## src/rtl/frame_update_scheduler_if.sv

```systemverilog
`default_nettype none
// ============================================================================
// Module      : frame_update_scheduler_if
// Description : Stage request/acknowledge bundle between the frame update
//               scheduler and the paddle, ball and brick update engines.
//                 req_paddle/req_ball/req_brick : scheduler -> engines, level,
//                                                 high while a stage is pending
//                 ack_paddle/ack_ball/ack_brick : engines -> scheduler,
//                                                 one-cycle completion pulses
//               Modports: master = scheduler side, slave = engine side.
// Revision    : 1.0 - initial release
// ============================================================================
interface frame_update_scheduler_if;
    logic req_paddle;
    logic req_ball;
    logic req_brick;
    logic ack_paddle;
    logic ack_ball;
    logic ack_brick;

    modport master (
        output req_paddle, req_ball, req_brick,
        input  ack_paddle, ack_ball, ack_brick
    );

    modport slave (
        input  req_paddle, req_ball, req_brick,
        output ack_paddle, ack_ball, ack_brick
    );
endinterface
`default_nettype wire

```

## src/rtl/frame_update_scheduler.sv

```systemverilog
`default_nettype none
// ============================================================================
// Module      : frame_update_scheduler
// Description : Runs the once-per-frame game-state update sequence
//               (paddle -> ball -> brick) inside vertical blanking. A
//               sequence starts when the pixel tick lands on (x=0, y=V_ACTIVE)
//               and is aborted, with a sticky overrun flag, if active video
//               restarts (x=0, y=0) before it completes.
//               Optional build macro: STAGE_WATCHDOG_EN adds a per-stage
//               ack watchdog that skips a stalled stage after STAGE_TIMEOUT
//               clocks and records it in stage_timeout.
// Ports       : clock, reset          - clock, async active-high reset
//               pTick, pixelX, pixelY - pixel enable and coordinates from sync
//               pause                 - suppress the sequence of this frame
//               clear_overrun         - synchronous clear of overrun
//               stage_bus (master)    - req/ack handshakes to the engines
//               frame_tick            - pulse at vertical-blank start
//               update_busy           - a stage request is pending
//               update_done           - pulse when a sequence completes
//               overrun               - sticky: sequence cut off by video
//               frame_count           - completed sequences, wraps at 16 bits
//               stage_timeout         - sticky {brick, ball, paddle} timeouts
// Revision    : 1.0 - initial release
// ============================================================================
module frame_update_scheduler #(
    parameter int H_ACTIVE      = 640,
    parameter int V_ACTIVE      = 480,
    parameter int STAGE_TIMEOUT = 1023
) (
    input  wire logic                 clock,
    input  wire logic                 reset,
    input  wire logic                 pTick,
    input  wire logic [9:0]           pixelX,
    input  wire logic [9:0]           pixelY,
    input  wire logic                 pause,
    input  wire logic                 clear_overrun,
    frame_update_scheduler_if.master  stage_bus,
    output logic                      frame_tick,
    output logic                      update_busy,
    output logic                      update_done,
    output logic                      overrun,
    output logic [15:0]               frame_count,
    output logic [2:0]                stage_timeout
);

    // Geometry and timeout must fit the 10-bit coordinate / counter width.
    if (H_ACTIVE < 1 || H_ACTIVE > 1023 || V_ACTIVE < 1 || V_ACTIVE > 1023 ||
        STAGE_TIMEOUT < 1 || STAGE_TIMEOUT > 1023) begin : g_bad_params
        $error("frame_update_scheduler: parameter out of 10-bit range");
    end

    typedef enum logic [2:0] {
        IDLE   = 3'd0,
        PADDLE = 3'd1,
        BALL   = 3'd2,
        BRICK  = 3'd3,
        DONE   = 3'd4
    } state_t;

    state_t state;
    state_t state_next;

    logic frame_start;      // vertical blank begins this cycle
    logic video_start;      // active video begins this cycle
    logic in_stage;
    logic abort;
    logic stage_ack;
    logic stage_expire;
    logic tick_next;

    assign frame_start = pTick && (pixelX == 10'd0) && (pixelY == 10'(V_ACTIVE));
    assign video_start = pTick && (pixelX == 10'd0) && (pixelY == 10'd0);

    assign in_stage = (state == PADDLE) || (state == BALL) || (state == BRICK);

    // A trigger arriving mid-sequence is illegal timing; it is handled exactly
    // like the start of active video so the frame is abandoned, not restarted.
    assign abort = in_stage && (video_start || frame_start);

    // Only the ack belonging to the current stage counts.
    always_comb begin
        stage_ack = 1'b0;
        case (state)
            PADDLE:  stage_ack = stage_bus.ack_paddle;
            BALL:    stage_ack = stage_bus.ack_ball;
            BRICK:   stage_ack = stage_bus.ack_brick;
            default: stage_ack = 1'b0;
        endcase
    end

`ifdef STAGE_WATCHDOG_EN
    logic [9:0] wd_count;
    logic [2:0] timeout_flags;

    // wd_count is 0 in the first cycle of a stage, so the request stays high
    // for exactly STAGE_TIMEOUT cycles before being skipped.
    assign stage_expire = in_stage && !stage_ack &&
                          (wd_count == 10'(STAGE_TIMEOUT - 1));

    always_ff @(posedge clock or posedge reset) begin
        if (reset) begin
            wd_count      <= 10'd0;
            timeout_flags <= 3'b000;
        end else begin
            if (state_next != state) begin
                wd_count <= 10'd0;
            end else if (in_stage) begin
                wd_count <= wd_count + 10'd1;
            end

            if (stage_expire) begin
                case (state)
                    PADDLE:  timeout_flags[0] <= 1'b1;
                    BALL:    timeout_flags[1] <= 1'b1;
                    BRICK:   timeout_flags[2] <= 1'b1;
                    default: timeout_flags    <= timeout_flags;
                endcase
            end
        end
    end

    assign stage_timeout = timeout_flags;
`else
    assign stage_expire  = 1'b0;
    assign stage_timeout = 3'b000;
`endif

    // ------------------------------------------------------------------
    // Next-state logic
    // ------------------------------------------------------------------
    always_comb begin
        state_next = state;
        tick_next  = 1'b0;
        case (state)
            IDLE: begin
                if (frame_start) begin
                    tick_next = 1'b1;
                    if (!pause) begin
                        state_next = PADDLE;
                    end
                end
            end
            PADDLE:  if (stage_ack || stage_expire) state_next = BALL;
            BALL:    if (stage_ack || stage_expire) state_next = BRICK;
            BRICK:   if (stage_ack || stage_expire) state_next = DONE;
            DONE:    state_next = IDLE;
            default: state_next = IDLE;
        endcase

        if (abort) begin
            state_next = IDLE;
        end
    end

    // ------------------------------------------------------------------
    // State and registered outputs. Stage outputs are loaded from the next
    // state so they line up with the state register cycle for cycle.
    // ------------------------------------------------------------------
    always_ff @(posedge clock or posedge reset) begin
        if (reset) begin
            state                <= IDLE;
            frame_tick           <= 1'b0;
            stage_bus.req_paddle <= 1'b0;
            stage_bus.req_ball   <= 1'b0;
            stage_bus.req_brick  <= 1'b0;
            update_busy          <= 1'b0;
            update_done          <= 1'b0;
            overrun              <= 1'b0;
            frame_count          <= 16'd0;
        end else begin
            state                <= state_next;
            frame_tick           <= tick_next;
            stage_bus.req_paddle <= (state_next == PADDLE);
            stage_bus.req_ball   <= (state_next == BALL);
            stage_bus.req_brick  <= (state_next == BRICK);
            update_busy          <= (state_next == PADDLE) || (state_next == BALL) ||
                                    (state_next == BRICK);
            update_done          <= (state_next == DONE);

            if (state == DONE) begin
                frame_count <= frame_count + 16'd1;
            end

            // Setting has priority over a simultaneous clear.
            if (abort) begin
                overrun <= 1'b1;
            end else if (clear_overrun) begin
                overrun <= 1'b0;
            end
        end
    end

endmodule
`default_nettype wire

```

## src/flat_wrapper.sv

```systemverilog
// flat-port wrapper written by rule: the top's interface ports become plain ports
module frame_update_scheduler_flat 
#(
    parameter int H_ACTIVE      = 640,
    parameter int V_ACTIVE      = 480,
    parameter int STAGE_TIMEOUT = 1023
)
  (clock, reset, pTick, pixelX, pixelY, pause, clear_overrun, frame_tick, update_busy, update_done, overrun, frame_count, stage_timeout, stage_bus_req_paddle, stage_bus_req_ball, stage_bus_req_brick, stage_bus_ack_paddle, stage_bus_ack_ball, stage_bus_ack_brick);
  frame_update_scheduler_if stage_bus_i ();
  input  wire logic clock;
  input  wire logic reset;
  input  wire logic pTick;
  input  wire logic [9:0] pixelX;
  input  wire logic [9:0] pixelY;
  input  wire logic pause;
  input  wire logic clear_overrun;
  output logic frame_tick;
  output logic update_busy;
  output logic update_done;
  output logic overrun;
  output logic [15:0] frame_count;
  output logic [2:0] stage_timeout;
  output wire logic [$bits(stage_bus_i.req_paddle)-1:0] stage_bus_req_paddle;
  output wire logic [$bits(stage_bus_i.req_ball)-1:0] stage_bus_req_ball;
  output wire logic [$bits(stage_bus_i.req_brick)-1:0] stage_bus_req_brick;
  input wire logic [$bits(stage_bus_i.ack_paddle)-1:0] stage_bus_ack_paddle;
  input wire logic [$bits(stage_bus_i.ack_ball)-1:0] stage_bus_ack_ball;
  input wire logic [$bits(stage_bus_i.ack_brick)-1:0] stage_bus_ack_brick;
  assign stage_bus_req_paddle = stage_bus_i.req_paddle;
  assign stage_bus_req_ball = stage_bus_i.req_ball;
  assign stage_bus_req_brick = stage_bus_i.req_brick;
  assign stage_bus_i.ack_paddle = stage_bus_ack_paddle;
  assign stage_bus_i.ack_ball = stage_bus_ack_ball;
  assign stage_bus_i.ack_brick = stage_bus_ack_brick;
  frame_update_scheduler #(.H_ACTIVE(H_ACTIVE), .V_ACTIVE(V_ACTIVE), .STAGE_TIMEOUT(STAGE_TIMEOUT)) u_core (.clock(clock), .reset(reset), .pTick(pTick), .pixelX(pixelX), .pixelY(pixelY), .pause(pause), .clear_overrun(clear_overrun), .stage_bus(stage_bus_i), .frame_tick(frame_tick), .update_busy(update_busy), .update_done(update_done), .overrun(overrun), .frame_count(frame_count), .stage_timeout(stage_timeout));
endmodule
```

## config.mk

```make
export PLATFORM = sky130hd
export DESIGN_NAME = frame_update_scheduler_flat
export DESIGN_NICKNAME = d
export VERILOG_FILES = /design/src/rtl/frame_update_scheduler_if.sv /design/src/rtl/frame_update_scheduler.sv /design/src/flat_wrapper.sv
export SDC_FILE = /design/constraint.sdc
export NUM_CORES = 1
export LEC_CHECK = 0
export ABC_AREA = 0
export ABC_CLOCK_PERIOD_IN_PS = 2200
export BUFFER_PORTS_ARGS = -buffer_cell sky130_fd_sc_hd__buf_4
export CAP_MARGIN = 25
export CORE_UTILIZATION = 47
export DETAILED_ROUTE_END_ITERATION = 8
export HOLD_SLACK_MARGIN = 0.06
export PLACE_DENSITY = 0.83
export SYNTH_ARGS = -nofsm -noshare
export SYNTH_HDL_FRONTEND = slang
export SYNTH_SLANG_ARGS = --single-unit
```

## constraint.sdc

```tcl
create_clock -name clock -period 2.2 [get_ports clock]
set_clock_uncertainty 0.1 [all_clocks]
set_input_delay 0.11 -clock clock [delete_from_list [all_inputs] [get_ports clock]]
set_output_delay 0.11 -clock clock [all_outputs]
set_load 0.01 [all_outputs]
```

==> flow_summary.ini <==
[status]
outcome = complete, no violations

[drt]
via_per_inst = 5.15
wl_mm = 2.67
antenna_left = 0
wl_per_cell_um = 12.8
drc = 0
vias = 1077
drt_first_pass_iters = 4
dr.first_iter.drc_count = 7

[floorplan]
chipHeight_um = 54.0
io_pins = 54
rows = 18
fp.dieW_um = 54.0
start_util_pct = 50.4
fp.dieArea_sq_mm = 0.00292
core_sq_mm = 0.00252

[sta]
fin_crit_ns = 2.16
setup_viol = 0
whs_ns = 0.115
hold_violations = 0
max_freq_mhz = 463
rsz0062_at_grt = false
period_share_pct = 98.2
max_slew.worst_pin.slew_ns = 0.524
slew_violations = 0
slew-limit-headroom_pct = 64.9
fin_tns_setup_ns = 0

[place]
dp.cells = 195
numPortBuffers = 50
gpl.final_weighted_congestion = 0.863
dp_hpwl_mm = 2.05

[cts]
cts_root_buf = clkbuf_4
clk-insertion-delay-late_ns = 0.31
numClockSinks = 26
clk_path_buf_depth = 2
clk_pin_slew_ns = 0.13
cts_tree = done
htree_levels = 1
cts_buffers = 3

[layout]
final_common_cell = buf_4
layout.nets = 209
drive_gt1_share_pct = 37.4
layoutNonFillerInstCount = 209
diodes = 0
final_cell_mix = buf_4 (51), dfrtp_1 (26), nand3_1 (10), nor2_1 (10), dlygate4sd3_1 (10)
syn2layout_area_growth_pct = 42.7

[critical_path]
start_kind = input port
crit_path_end_kind = register
cp_data_required_time_ns = 2.36
crit_arrival_ns = 2.32
rr_startpoint = u_core.state[2]
crit_type = input port to register
critPathMaxFanout = 3
critPathLaunch = pixelY[2]

[synthesis]
synth_compound_area_share_pct = 4.23
synth_ff_type = dfrtp_1
synthAdderAreaFrac_pct = 0.984
synth_top_family_by_area = simple AND/OR/NAND/NOR gates
synth_xor_xnor_area_share_pct = 10.3
synthesis.instances = 116
synth_warnings = 0
syn_avg_cell_area_sq_um = 11.0
ys_types = 36
async_flop_share_pct = 100
yosysSeqAreaShare_pct = 51.2
ys_ff_latch = 26
synthMuxAreaShare_pct = 1.77
synth-simple-area-share_pct = 27.6
synth-edff-count = 0
syn_area_sq_mm = 0.00127

[grt]
grt_pass1_vias = 976
antenna_found_initial = 0
grt_max_degree = 27
grt-ovfl-total = 0
grtUsageTotal_pct = 20.0
grt_pass1_wl_mm = 4.11

[power_and_ir_drop]
powerDensity_mw_per_mm2 = 683
vdd_ir_drop_max_mv = 0.596
power_leakage_nw = 0.909
total_power_mw = 1.24

[worst_hold_path]
hp-start = pause
hp-class = input port to register

[job]
maxCapViolations = 0
path summary, 6_finish.rpt:
check                           cells past startpoint                     endpoint  slack [ns]
min in group asynchronous                           4              u_core.state[2]        0.29
worst max-delay path                                7            u_core.frame_tick        0.04
worst min-delay path                                4           u_core.update_busy        0.11
worst min register to register                      1       u_core.frame_count[15]        0.38
worst max register to register                      4  u_core.stage_bus.req_paddle        0.31
max in group asynchronous                           4       u_core.frame_count[14]        1.47
synthesized netlist by cell type (2+ instances only):
library cell	instances	area, sq um
a21oi_1	2	10.0
and2_1	2	12.5
and4_1	2	17.5
buf_4	3	22.5
dfrtp_1	26	651
inv_1	5	18.8
mux2_2	2	22.5
nand2_1	5	18.8
nand3_1	10	50.1
nor2_1	10	37.5
nor3_1	6	30.0
nor4_1	4	25.0
nor4b_1	3	26.3
xnor2_1	7	61.3
xor2_1	8	70.1
stage by stage:
| stage | utilization, % | area [sq um] | worst slack [ns] |
|---|---|---|---|
| after floorplan | - | 1280 | 0.664 |
| after global placement | 66.3 | 1670 | 0.403 |
| after detailed placement | 66.3 | 1670 | 0.331 |
| after CTS | 71.3 | 1800 | 0.0385 |
| after global routing | 71.9 | 1810 | 0.0112 |
| final | 71.9 | 1810 | 0.0394 |
flip-flops by register name (all words and copies together) (netlist names):
signal	count
u_core.overrun	1
u_core.state	3
u_core.frame_count	16
u_core.frame_tick	1
u_core.stage_bus.req_brick	1
u_core.update_busy	1
u_core.stage_bus.req_ball	1
u_core.update_done	1
u_core.stage_bus.req_paddle	1
critical path: stages:
cell and delay [ns]:
dlygate4sd3_1 0.53, buf_4 0.13, nor2_1 0.13, dlygate4sd3_1 0.58, nand4_1 0.13, dlygate4sd3_1 0.60, nor2_1 0.10
report_power, final:
| part | internal, mW | leakage (nW) | switching (mW) |
|---|---|---|---|
| Sequential | 0.550 | 0.352 | 0.0874 |
| Combinational | 0.209 | 0.536 | 0.161 |
| Clock | 0.101 | 0.0210 | 0.131 |
cell families (layout without fill, tap and decap cells):
logic type,count (synthesis),in the layout
muxes,2,2
buffers and inverters,9,70
AOI/OAI and AO/OA,8,8
and+or+nand+nor,54,54
adders and majority gates,1,1
DFF,26,26
other,1,3
xor gates and xnor gates,15,15
timing repair:
| action | 4_1_cts | 5_1_grt |
|---|---|---|
| endpoints found under the setup margin | 0 | 1 |
| setup buffers | 0 | 0 |
| gates resized for setup | 0 | 1 |
| hold buffers | 9 | 1 |
| endpoints found under the hold margin | 30 | 1 |
layer usage:
layer / up-vias / part of all wire, % / GRT usage [%]
met3: 0 / 5.1 / 4.24
met1: 507 / 41 / 21.5
met4: 0 / 0 / 6.41
met5: - / 0 / 0
li1: 534 / - / -
met2: 36 / 54 / 38.3
cell type report:
type | instances | area, sq um
Sequential cell | 26 | 651
Clock buffer | 4 | 36.3
Inverter | 5 | 18.8
Fill cell | 183 | 708
Timing Repair Buffer | 61 | 483
Multi-Input combinational cell | 83 | 588
Tap cell | 30 | 37.5
Power figures use the tool's default switching activity.
